File: config.mk
export PLATFORM = sky130hd
export DESIGN_NAME = pci_reset_driver
export DESIGN_NICKNAME = d
export VERILOG_FILES = /design/src/rtl/pci_reset_pkg.sv /design/src/rtl/pci_reset_sync_2ff.sv /design/src/rtl/pci_reset_driver.sv
export SDC_FILE = /design/constraint.sdc
export NUM_CORES = 1
export LEC_CHECK = 0
export ABC_AREA = 1
export CAP_MARGIN = 20
export CORE_ASPECT_RATIO = 0.6
export CORE_MARGIN = 3
export CORE_UTILIZATION = 51
export DETAILED_ROUTE_END_ITERATION = 8
export PLACE_DENSITY = 0.72
export SLEW_MARGIN = 20
export SYNTH_ARGS = -nofsm -noshare
export SYNTH_HDL_FRONTEND = slang
export SYNTH_SLANG_ARGS = --single-unit
File: constraint.sdc
create_clock -name pci_clk -period 4.5 [get_ports pci_clk]
set_input_delay 1.35 -clock pci_clk [delete_from_list [all_inputs] [get_ports pci_clk]]
set_output_delay 1.35 -clock pci_clk [all_outputs]
set_load 0.02 [all_outputs]
File: src/rtl/pci_reset_pkg.sv
// Shared definitions for the PCI reset driver: the reset-sequencer state
// encoding, the default counter width and a small decode helper.
package pci_reset_pkg;

    // Fixed 2-bit state codes; other blocks may decode these directly.
    localparam logic [1:0] ST_WAIT_LOCK = 2'd0;
    localparam logic [1:0] ST_ASSERT    = 2'd1;
    localparam logic [1:0] ST_RELEASE   = 2'd2;
    localparam logic [1:0] ST_RUN       = 2'd3;

    // Default width of the shared assert/timeout counter.
    localparam int CNT_W_DEFAULT = 16;

    typedef enum logic [1:0] {
        WAIT_LOCK = ST_WAIT_LOCK,
        ASSERT    = ST_ASSERT,
        RELEASE   = ST_RELEASE,
        RUN       = ST_RUN
    } state_e;

    // RST# is driven low while the PLL is unlocked and during the timed
    // assert window. In RELEASE and RUN the pad is only observed.
    function automatic logic drives_reset(state_e s);
        return (s == WAIT_LOCK) || (s == ASSERT);
    endfunction

endpackage : pci_reset_pkg

File: src/rtl/pci_reset_sync_2ff.sv
// Two-flop synchroniser for the observed PCI reset. A synchronous reset
// forces both stages to 1, so the bus reads as "in reset" until the pad
// is actually seen released.
module pci_reset_sync_2ff (
    input  logic clk,
    input  logic rst,
    input  logic d_async,
    output logic q
);

    logic meta_q;
    logic meta_d;
    logic sync_q;
    logic sync_d;

    // Next-state of the two stages: a plain shift of the asynchronous input.
    always_comb begin
        meta_d = d_async;
        sync_d = meta_q;
    end

    // Register both stages; reset puts the chain into the "in reset" state.
    // NOTE: sequential state uses non-blocking assignments so both stages
    // sample their pre-edge inputs; blocking here would collapse the chain
    // into a single flop.
    always_ff @(posedge clk) begin
        if (rst) begin
            meta_q <= 1'b1;
            sync_q <= 1'b1;
        end else begin
            meta_q <= meta_d;
            sync_q <= sync_d;
        end
    end

    assign q = sync_q;

endmodule : pci_reset_sync_2ff

File: src/rtl/pci_reset_driver.sv
// Host-side PCI reset generator: the drive half of the RST# pad.
//
// Sequences power-up, PLL-lock, software and externally observed resets,
// drives the registered pad enable pci_reset_out_oe_comb (1 pulls RST# low)
// and reports when the bus has left reset.
//
// Build option: define PCI_RESET_RELEASE_TIMEOUT_EN to bound the wait for
// the observed reset to release. When undefined, RELEASE waits forever and
// release_error is tied low.
module pci_reset_driver
    import pci_reset_pkg::*;
#(
    parameter int ASSERT_CLKS          = 33333,
    parameter int CNT_W                = CNT_W_DEFAULT,
    parameter int RELEASE_TIMEOUT_CLKS = 1024
) (
    input  logic pci_clk,
    input  logic pci_reset_comb,
    input  logic pll_locked,
    input  logic sw_reset_req,
    input  logic ext_reset_clear,
    input  logic pci_reset_raw,
    output logic pci_reset_out_oe_comb,
    output logic pci_reset_sync,
    output logic reset_busy,
    output logic reset_done,
    output logic ext_reset_seen,
    output logic release_error
);

    // Elaboration-time sanity checks on the counter sizing.
    if (ASSERT_CLKS < 2) begin : g_bad_assert_clks
        $error("pci_reset_driver: ASSERT_CLKS must be >= 2");
    end
    if (ASSERT_CLKS >= (2 ** CNT_W)) begin : g_bad_assert_width
        $error("pci_reset_driver: ASSERT_CLKS does not fit in CNT_W bits");
    end
    if ((RELEASE_TIMEOUT_CLKS < 1) || (RELEASE_TIMEOUT_CLKS >= (2 ** CNT_W))) begin : g_bad_timeout
        $error("pci_reset_driver: RELEASE_TIMEOUT_CLKS out of range for CNT_W");
    end

    // Counter reload values: loading N-1 and leaving on zero gives N cycles.
    localparam logic [CNT_W-1:0] ASSERT_LOAD  = CNT_W'(ASSERT_CLKS - 1);
`ifdef PCI_RESET_RELEASE_TIMEOUT_EN
    localparam logic [CNT_W-1:0] RELEASE_LOAD = CNT_W'(RELEASE_TIMEOUT_CLKS - 1);
`endif

    state_e           state_q,    state_d;
    logic [CNT_W-1:0] cnt_q,      cnt_d;
    logic             oe_q,       oe_d;
    logic             busy_q,     busy_d;
    logic             done_q,     done_d;
    logic             ext_seen_q, ext_seen_d;
    logic             bus_in_reset;

    // Bring the asynchronous pad observation into the pci_clk domain.
    pci_reset_sync_2ff u_sync (
        .clk     (pci_clk),
        .rst     (pci_reset_comb),
        .d_async (pci_reset_raw),
        .q       (bus_in_reset)
    );

`ifdef PCI_RESET_RELEASE_TIMEOUT_EN
    logic rel_err_q, rel_err_d;
`endif

    // Next-state, counter and flag logic for the reset sequencer.
    // NOTE: every signal written here gets a default before the case
    // statement; any path that leaves one unassigned would infer a latch.
    always_comb begin
        state_d    = state_q;
        cnt_d      = cnt_q;
        done_d     = 1'b0;
        ext_seen_d = ext_reset_clear ? 1'b0 : ext_seen_q;
`ifdef PCI_RESET_RELEASE_TIMEOUT_EN
        rel_err_d  = rel_err_q;
`endif

        unique case (state_q)
            WAIT_LOCK: begin
                if (pll_locked) begin
                    state_d = ASSERT;
                    cnt_d   = ASSERT_LOAD;
                end
            end

            ASSERT: begin
                if (!pll_locked) begin
                    state_d = WAIT_LOCK;
                end else if (cnt_q == '0) begin
                    state_d = RELEASE;
`ifdef PCI_RESET_RELEASE_TIMEOUT_EN
                    cnt_d   = RELEASE_LOAD;
`endif
                end else begin
                    cnt_d = cnt_q - 1'b1;
                end
            end

            RELEASE: begin
                if (!pll_locked) begin
                    state_d = WAIT_LOCK;
                end else if (!bus_in_reset) begin
                    state_d = RUN;
                    done_d  = 1'b1;
`ifdef PCI_RESET_RELEASE_TIMEOUT_EN
                end else if (cnt_q == '0) begin
                    // Pad never released: give up, flag it and carry on.
                    state_d   = RUN;
                    done_d    = 1'b1;
                    rel_err_d = 1'b1;
                end else begin
                    cnt_d = cnt_q - 1'b1;
`endif
                end
            end

            RUN: begin
                if (!pll_locked) begin
                    state_d = WAIT_LOCK;
                end else if (sw_reset_req) begin
                    state_d = ASSERT;
                    cnt_d   = ASSERT_LOAD;
                end else if (bus_in_reset) begin
                    // Someone else is holding RST#; wait for it to release.
                    state_d    = RELEASE;
                    ext_seen_d = 1'b1;
`ifdef PCI_RESET_RELEASE_TIMEOUT_EN
                    cnt_d      = RELEASE_LOAD;
`endif
                end
            end

            default: begin
                state_d = WAIT_LOCK;
            end
        endcase

        // Outputs follow the state being entered so they stay registered.
        oe_d   = drives_reset(state_d);
        busy_d = (state_d != RUN);
    end

    // Sequencer state, counter and registered outputs; chip reset wins.
    always_ff @(posedge pci_clk) begin
        if (pci_reset_comb) begin
            state_q    <= WAIT_LOCK;
            cnt_q      <= '0;
            oe_q       <= 1'b1;
            busy_q     <= 1'b1;
            done_q     <= 1'b0;
            ext_seen_q <= 1'b0;
        end else begin
            state_q    <= state_d;
            cnt_q      <= cnt_d;
            oe_q       <= oe_d;
            busy_q     <= busy_d;
            done_q     <= done_d;
            ext_seen_q <= ext_seen_d;
        end
    end

`ifdef PCI_RESET_RELEASE_TIMEOUT_EN
    // Sticky release-timeout flag, cleared only by chip reset.
    always_ff @(posedge pci_clk) begin
        if (pci_reset_comb) begin
            rel_err_q <= 1'b0;
        end else begin
            rel_err_q <= rel_err_d;
        end
    end

    assign release_error = rel_err_q;
`else
    assign release_error = 1'b0;
`endif

    assign pci_reset_out_oe_comb = oe_q;
    assign pci_reset_sync        = bus_in_reset;
    assign reset_busy            = busy_q;
    assign reset_done            = done_q;
    assign ext_reset_seen        = ext_seen_q;

endmodule : pci_reset_driver

# Yosys cells after proc, flatten, opt, wreduce, memory -nomap -nowiden
# Cells that the tools add are included.
# op_classes
n_addsub	1
n_eq_ne	10
n_mux	21
n_bitwise	2
n_reduce_logical	7
# ops
cell	n
$mux 16	5
$pmux 16 s3	1
$logic_not 16->1	1
$mux 2	8
$sub 16x1->16 const B	1
$ne 2x2->1 const B	6
$pmux 2 s4	1
$mux 1	6
$reduce_and 6->1	1
$eq 2x1->1 const B	2
$eq 2x2->1 const B	2
$logic_not 2->1	2
$reduce_bool 3->1	1
$reduce_or 3->1	1
$not 1->1	2
$logic_or 1x1->1	1
# totals
ff_bits	24
out_inout_bits	6
word_cells	49

# Logic depth before layout (Yosys ltp)
# Gate-level depths: netlist of the first run.
# depth
word_depth	6
ltp_mapped	11
depth_no_buf	10

# Cells and area by module
# Synthesis of the first run repeated with hierarchy kept, for this count alone.
# unflattened
hier_cells	189
hier_area_um2	1342.5
# by_module_without_submodules
module	instances	cells_each	area_per_inst_um2
pci_reset_driver	1	182	1283.7
pci_reset_sync_2ff	1	7	58.8

# Worst setup path before layout of the first run
# OpenSTA, ideal clock, no wires.
# synth_timing
path_type	in2reg
start	input port sw_reset_req
end	register cnt_q[13]
t_arrival_ps	2073
setup_slack_ps	2299
stages	8
path_buffers	1
path_cell_list	a21oi_1 nor2_2 nand2_4 inv_2 buf_6 nor2_2 nor2_1 nor2_1
# synth_via
elab_chain_len	2
# synth_lines
item	line	text
start, declared	pci_reset_driver.sv:20	input logic sw_reset_req,
$ne 2x2->1 (no line)	--	
$reduce_and 6->1 (no line)	--	
end signal, assigned	pci_reset_driver.sv:156	cnt_q <= cnt_d;
end, declared	pci_reset_driver.sv:49	logic [CNT_W-1:0] cnt_q, cnt_d;
# No other way between the ends.
# A chain may end at the register's enable or synchronous reset.

# Worst setup path in the final report of the first run
# layout_timing
start	input port pll_locked
end	register cnt_q[13]
# layout_via
elab_chain_len	2
word_cells_on_any_way	4
# layout_lines
item	line	text
start, declared	pci_reset_driver.sv:19	input logic pll_locked,
$ne 2x2->1 (no line)	--	
$reduce_and 6->1 (no line) (*)	--	
# Mark *: on every way between the ends. The rest lies on a longest branch, timed or not.

==> impl_metrics.ini, run 1 <==
[routing]
ant_nets = 0
route.detailed.drc = 0
vias = 1245
wl_um = 2912
avgViaCountPerCell = 5.082
firstDrtPassIters = 4
drt_iter0_markers = 98
wl_per_cell_um = 11.89

[setup_path]
critPathCaptureType = register
crit_required_ns = 4.65
path_class = input port to register
worstSetupStartpoint = pll_locked
crit_chain = clkdlybuf4s50_1 -> inv_1 -> nor2_2 -> nand2_4 -> inv_2 -> nor2_2 -> nor2_1 -> nor2_1
crit_arrival_ns = 2.87
critPathSlowestCell = clkdlybuf4s50_1
r2r-start = cnt_q[0]
crit_path_max_incr_delay_ns = 0.55
worstSetupStartpointType = input port
critical_path.max_fanout = 17

[synthesis]
synth_area_mm2 = 0.001330
synth_cell_type_count = 31
syn_nets = 212
yosysSeqAreaShare = 0.3612
synthCells = 205
synth_seq_cells = 24
yosysWarnings = 0
avgSynthCellArea_um2 = 6.488

[global_route]
grt_remaining_overflow = 0
grt_max_degree = 18
grt_pass1_wl_um = 4981
grt_usage = 0.2014
antenna_found_initial = 0
grt_pass1_vias = 1081

[floorplanning]
io_pins = 12
start_util = 0.5758
die_y_um = 45.56
die_area_mm2 = 0.003277
core_area_mm2 = 0.002310
die_w_um = 71.93
rows = 13

[pwr]
finalPower_mw = 0.4948
irDropWorstVdd_mv = 0.2576
clkPwrFrac = 0.298
powerDensity_mw_per_mm2 = 331.5
internal-power_mw = 0.3413
total_leakage_power_nw = 0.6775
power.switching_mw = 0.1536
pwr-share-seq = 0.472
sw_frac_of_total = 0.3103
comb_power_share = 0.231

[clock_tree]
ctsHoldBuffers = 0
cts_max_path_buffers = 2
post_cts_buffers = 0
htree_levels = 1
cts_sinks = 24
tritoncts = done
numCtsBuffers = 3
clock_latency_ns = 0.27
cts-resized-gates = 0
clk_pin_slew_worst_paths_ns = 0.08
cts_root_buf = clkbuf_8

[placed_design]
portBuffers = 10
hpwl_um = 2271
place_area_mm2 = 0.001438
gp_congestion = 0.8730

[hold_path]
hp-class = register to register
hp-start = u_sync.meta_q

[final_layout]
drive_gt1_frac = 0.09767
syn_to_final_growth_pct = 12.23
nFillCells = 201
diodes = 0
stdcell_area_mm2 = 0.001493
utilization = 0.6463
nets = 223

[job]
drv_cap = 0

[sta]
fmax_ghz = 0.3676
period_needed_ns = 2.721
clock_skew_ns = 0.002636
relSlewSlack = 0.6641
fin_setup_tns_ns = 0
whs_ns = 0.4266
hold_viol = 0
setup_viol = 0
tightest_slew_ns = 0.5022
post-route-period-util = 0.6046
final_max_slew_viol_count = 0
rsz0062_at_grt = no

[status]
outcome = complete, no violations
metrics by stage:
step,instances,worst slack (ns)
after floorplan,205,2.299
after global placement,241,1.543
after detailed placement,241,1.518
after CTS,245,1.804
after global routing,245,1.646
final,245,1.779
cell usage in the layout, fill, tap and decap left out, drive strengths merged, types with 4 or more instances in the layout:
cell type       n
nand2          50
nor2           48
dfxtp          24
inv            23
nand3          19
a21oi          12
clkdlybuf4s50  10
or2             6
clkbuf          4
o21ai           4
kinds of logic after synthesis:
family / count (synthesis) / share of synthesized area
other: 1 / 0.002819
flip-flops: 24 / 0.3612
AND/OR/NAND/NOR: 130 / 0.4421
buffers and inverters: 28 / 0.09031
XOR/XNOR: 2 / 0.01317
adder cells (fa/ha/maj): 1 / 0.009406
AO/OA/AOI/OAI: 19 / 0.08090
layer usage:
metal  share of wire  global-route usage  vias to the layer above
li1                -                   -                      664
met1            0.52              0.2968                      538
met2            0.39              0.2956                       41
met3           0.085             0.05066                        2
met4          0.0045             0.04494                        0
met5               0                   0                        -
power groups by stage:
stage	combinational (mW)	clock [mW]	sequential (mW)
2_1_floorplan	0.0902	0	0.235
3_3_place_gp	0.110	0	0.238
3_5_place_dp	0.112	0	0.238
4_1_cts	0.113	0.148	0.233
5_1_grt	0.130	0.159	0.235
6_report	0.114	0.147	0.233
synth_stat cells (all sizes together):
| cell type | n | share of area |
|---|---|---|
| nand3 | 19 | 0.081 |
| clkbuf | 1 | 0.0028 |
| xor2 | 2 | 0.013 |
| a41oi | 1 | 0.0066 |
| nand4 | 3 | 0.014 |
| nand2 | 50 | 0.15 |
| nand3b | 2 | 0.011 |
| nor2 | 48 | 0.15 |
| o211ai | 1 | 0.0056 |
| o21bai | 1 | 0.0056 |
| or2 | 6 | 0.028 |
| clkinv | 1 | 0.0028 |
| inv | 23 | 0.065 |
| nor3 | 1 | 0.0038 |
| dfxtp | 24 | 0.36 |
| ha | 1 | 0.0094 |
| and2 | 1 | 0.0047 |
| o21ai | 4 | 0.015 |
| buf | 3 | 0.020 |
| a21oi | 12 | 0.048 |
| conb | 1 | 0.0028 |
final timing paths:
path	slack [ns]	end	depth (start not counted)
hold reg to reg	0.43	u_sync.q	1
hold / removal	0.43	u_sync.q	1
setup / recovery	1.78	cnt_q[13]	8
setup reg to reg	2.66	cnt_q[13]	10
sequential cells by signal (all words and copies together) (netlist names):
name                   flops
cnt_q                     16
reset_busy                 1
u_sync.meta_q              1
ext_reset_seen             1
reset_done                 1
pci_reset_out_oe_comb      1
u_sync.q                   1
state_q                    2
area by class of cell:
type / count / area (um2) / area share
multi-input cells: 153 / 729.5 / 0.4887
well taps: 30 / 37.54 / 0.02515
clock buffers: 4 / 55.05 / 0.03688
inverters: 24 / 90.09 / 0.06035
repair buffers: 10 / 100.1 / 0.06706
flip-flops and latches: 24 / 480.5 / 0.3219
worst max-delay path, delay by kind of cell:
family / cells / cell delay, ns
buf+inv: 3 / 0.85
simple gates: 5 / 0.67
Note: power is estimated with default switching activity, not from simulation.
==> inputs of run 2 (changes only) <==
Settings changed: CORE_UTILIZATION 51 to 50, PLACE_DENSITY 0.72 to 0.74.
Clock period 4.5 ns to 2.5 ns, I/O delays scaled along.
==> impl_metrics.ini, run 2 (synthesis gave the netlist of run 1 again) <==
[status]
outcome = complete, no violations

[sta]
setup_viol = 0
fin_setup_tns_ns = 0
fmax_ghz = 0.5038
whs_ns = 0.4162
period_needed_ns = 1.985
clock_skew_ns = 0.004976
final_max_slew_viol_count = 0
hold_viol = 0
post-route-period-util = 0.7939
setup_ws_ns = 0.5152
rsz0062_at_grt = no

[setup_path]
critical_path.max_fanout = 17
rrSetupSlack_ns = 0.70
crit_required_ns = 2.67
reg2reg_to = cnt_q[12]
worstSetupStartpointType = input port
path_class = input port to register
critPathCaptureType = register
r2r-start = cnt_q[0]
reg2reg_depth = 10
crit_arrival_ns = 2.16

[pwr]
internal-power_mw = 0.6167
total_leakage_power_nw = 0.6871
finalPower_mw = 0.8974
irDropWorstVdd_mv = 0.4080
sw_frac_of_total = 0.3128
clkPwrFrac = 0.303
comb_power_share = 0.229
powerDensity_mw_per_mm2 = 595.2
pwr-share-seq = 0.469
power.switching_mw = 0.2807

[clock_tree]
clk_pin_slew_worst_paths_ns = 0.08
ctsHoldBuffers = 0
post_cts_buffers = 0
cts_root_buf = clkbuf_8
numCtsBuffers = 3
tritoncts = done
htree_levels = 1
cts-resized-gates = 0
cts_max_path_buffers = 2
clock_latency_ns = 0.28
cts_sinks = 24

[placed_design]
dp_slack_ns = 0.2532
hpwl_um = 2246
dpl.cell_count = 243
portBuffers = 10
gp_congestion = 0.8380
place_area_mm2 = 0.001453

[floorplanning]
start_util = 0.5678
die_area_mm2 = 0.003335
die_w_um = 72.59
rows = 13
io_pins = 12
die_y_um = 45.95
core_area_mm2 = 0.002342

[final_layout]
biggestRegsByFlops = cnt_q x16, state_q x2
syn_to_final_growth_pct = 13.36
diodes = 0
final_cells = 247
largest_register = cnt_q
drive_gt1_frac = 0.1060
largest_reg_flops = 16
nets = 225
nFillCells = 209
layout_common_cells = nand2_1, nor2_1, dfxtp_1
layout_commonest_cell = nand2_1
utilization = 0.6437
stdcell_area_mm2 = 0.001508

[global_route]
grt_pass1_vias = 1062
grt_pass1_wl_um = 4871
grt_max_degree = 18
grt_usage = 0.1985
grt_remaining_overflow = 0
antenna_found_initial = 0

[routing]
route.detailed.drc = 0
drt_iter0_markers = 100
wl_um = 2984
avgViaCountPerCell = 5.158
ant_nets = 0
vias = 1274
wl_per_cell_um = 12.08
firstDrtPassIters = 4

[hold_path]
hp-class = register to register
whs_endpoint = u_sync.q
hp-start = u_sync.meta_q
whs_path_depth = 1

[job]
drv_cap = 0
## run 2: cell count changes in the layout (fill, tap and decap cells not counted)
| cell | previous run | this run |
|---|---|---|
| buf_4 | 0 | 2 |
## run 2: area by class of cell
| cell class | instances | area [um2] | area share |
|---|---|---|---|
| clock buffer | 4 | 55.05 | 0.03651 |
| inverter | 24 | 90.09 | 0.05975 |
| multi-input combinational | 153 | 729.5 | 0.4838 |
| sequential | 24 | 480.5 | 0.3187 |
| tap | 30 | 37.54 | 0.02490 |
| timing repair buffer | 12 | 115.1 | 0.07635 |
## run 2: worst max-delay path by stage
stage                      start        endpoint  slack (ns)
global placement      pll_locked       cnt_q[12]        0.32
floorplan           sw_reset_req       cnt_q[13]        0.90
detailed placement    pll_locked       cnt_q[12]        0.25
CTS                     u_sync.q  pci_reset_sync        0.52
finish                pll_locked       cnt_q[12]        0.52
global route          pll_locked       cnt_q[12]        0.43
## run 2: critical path: stages
cell	delay, ns
clkdlybuf4s50_1	0.56
inv_1	0.07
nor2_2	0.18
nand2_4	0.16
inv_2	0.21
nor2_1	0.06
nor2_1	0.11
nor2_1	0.05
## run 2: power by group through the flow
stage / clock network (mW) / logic (mW) / registers, mW
6_report: 0.272 / 0.205 / 0.420
2_1_floorplan: 0 / 0.162 / 0.423
5_1_grt: 0.297 / 0.231 / 0.423
3_3_place_gp: 0 / 0.199 / 0.428
3_5_place_dp: 0 / 0.202 / 0.429
4_1_cts: 0.279 / 0.203 / 0.420
## run 2: layer usage
| metal | GRT usage | part of all wire |
|---|---|---|
| met5 | 0 | 0 |
| met4 | 0.1066 | 0.018 |
| met3 | 0.05286 | 0.085 |
| met2 | 0.2706 | 0.39 |
| met1 | 0.2819 | 0.50 |
==> inputs of run 3 (changes only) <==
Clock period 2.5 ns to 1.7 ns, I/O delays scaled along.
==> impl_metrics.ini, run 3 (synthesis gave the netlist of run 1 again) <==
[final_layout]
largest_register = cnt_q
biggestRegsByFlops = cnt_q x16, state_q x2
nFillCells = 211
drive_gt1_frac = 0.1616
diodes = 0
stdcell_area_mm2 = 0.001639
nets = 237
largest_reg_flops = 16
syn_to_final_growth_pct = 23.24
seqCellArea_um2 = 481.7
layout_commonest_cell = nand2_1
layout_common_cells = nand2_1, nor2_1, dfxtp_1
multi_input_area_um2 = 747.0

[global_route]
grt_max_degree = 15
grt_pass1_vias = 1259
grt_usage = 0.2148
antenna_found_initial = 0
grt_remaining_overflow = 0
grt_pass1_wl_um = 5478

[clock_tree]
numCtsBuffers = 3
clk_pin_slew_worst_paths_ns = 0.09
cts_sinks = 24
htree_levels = 1
tritoncts = done
clock_latency_ns = 0.27
cts_root_buf = clkbuf_8
cts_max_path_buffers = 2

[sta]
fmax_ghz = 0.6440
rsz0062_at_grt = no
setup_ws_ns = 0.1472
post-route-period-util = 0.9134
whs_ns = 0.4317
final_max_slew_viol_count = 0
fin_setup_tns_ns = 0
clock_skew_ns = 0.004382
setup_viol = 0
period_needed_ns = 1.553
hold_viol = 0

[floorplanning]
io_pins = 12
die_w_um = 72.59
die_area_mm2 = 0.003335
die_y_um = 45.95
core_area_mm2 = 0.002342
rows = 13
start_util = 0.5678

[setup_path]
crit_required_ns = 1.92
reg2reg_depth = 9
crit_arrival_ns = 1.77
critPathCaptureType = register
path_class = input port to register
rrSetupSlack_ns = 0.15
critical_path.max_fanout = 7
worstSetupStartpointType = input port

[routing]
drt_iter0_markers = 91
wl_per_cell_um = 12.79
wl_um = 3313
firstDrtPassIters = 4
route.detailed.drc = 0
ant_nets = 0
avgViaCountPerCell = 5.147
vias = 1333

[pwr]
powerDensity_mw_per_mm2 = 829.7
total_leakage_power_nw = 0.7695
irDropWorstVdd_mv = 0.5844

[job]
drv_cap = 0

[placed_design]
dp_slack_ns = -0.1575
gp_congestion = 0.8409
portBuffers = 10
hpwl_um = 2572
place_area_mm2 = 0.001540

[hold_path]
hp-class = register to register
whs_path_depth = 1

[status]
outcome = complete, no violations
## run 3: changes by cell type in the layout (fill, tap and decap cells not counted), sizes merged
cell           previous run  this run
dlygate4sd2               0         3
dlymetal6s2s              0         3
clkdlybuf4s50            10         4
buf                       2        14
## run 3: final timing paths
kind / from / end
min: u_sync.meta_q / u_sync.q
max reg2reg: cnt_q[0] / cnt_q[2]
min reg2reg: u_sync.meta_q / u_sync.q
max: pll_locked / cnt_q[11]
## run 3: final cells by class
class / instances / area share
multi-input cells: 153 / 0.4557
flip-flops and latches: 24 / 0.2939
repair buffers: 24 / 0.1374
inverters: 24 / 0.05649
clock buffers: 4 / 0.03359
well taps: 30 / 0.02290
## run 3: repair_timing
action,4_1_cts,5_1_grt
hold buffers,0,0
endpoints found under the hold margin,0,0
pin swaps,0,4
gates resized for setup,3,9
setup buffers,0,2
endpoints found under the setup margin,3,14
## run 3: worst max-delay path, cell delays in order
cell and delay (ns):
clkdlybuf4s50_1 0.48, inv_1 0.07, nor2_4 0.16, nand2_8 0.10, buf_4 0.15, o21bai_1 0.15
inv_1 0.06, nor2_1 0.08
## run 3: where the power goes
part	leakage, nW	internal (mW)	switching (mW)
clock	0.0288	0.207	0.188
combinational	0.544	0.138	0.207
sequential	0.197	0.589	0.0315
total	0.770	0.934	0.426
## run 3: per-layer routing
| metal | up-vias | part of all wire | global-route usage |
|---|---|---|---|
| met5 | - | 0 | 0 |
| met3 | 4 | 0.074 | 0.05066 |
| met1 | 600 | 0.48 | 0.2953 |
| met2 | 42 | 0.43 | 0.3441 |
| met4 | 0 | 0.0085 | 0.04779 |
| li1 | 687 | - | - |
## run 3: stage by stage
step	utilization	total power, mW	instances
after floorplan	-	0.8613	205
after global placement	0.6576	0.9487	253
after detailed placement	0.6576	0.9632	253
after CTS	0.6795	1.345	257
after global routing	0.6998	1.433	259
final	0.6998	1.360	259
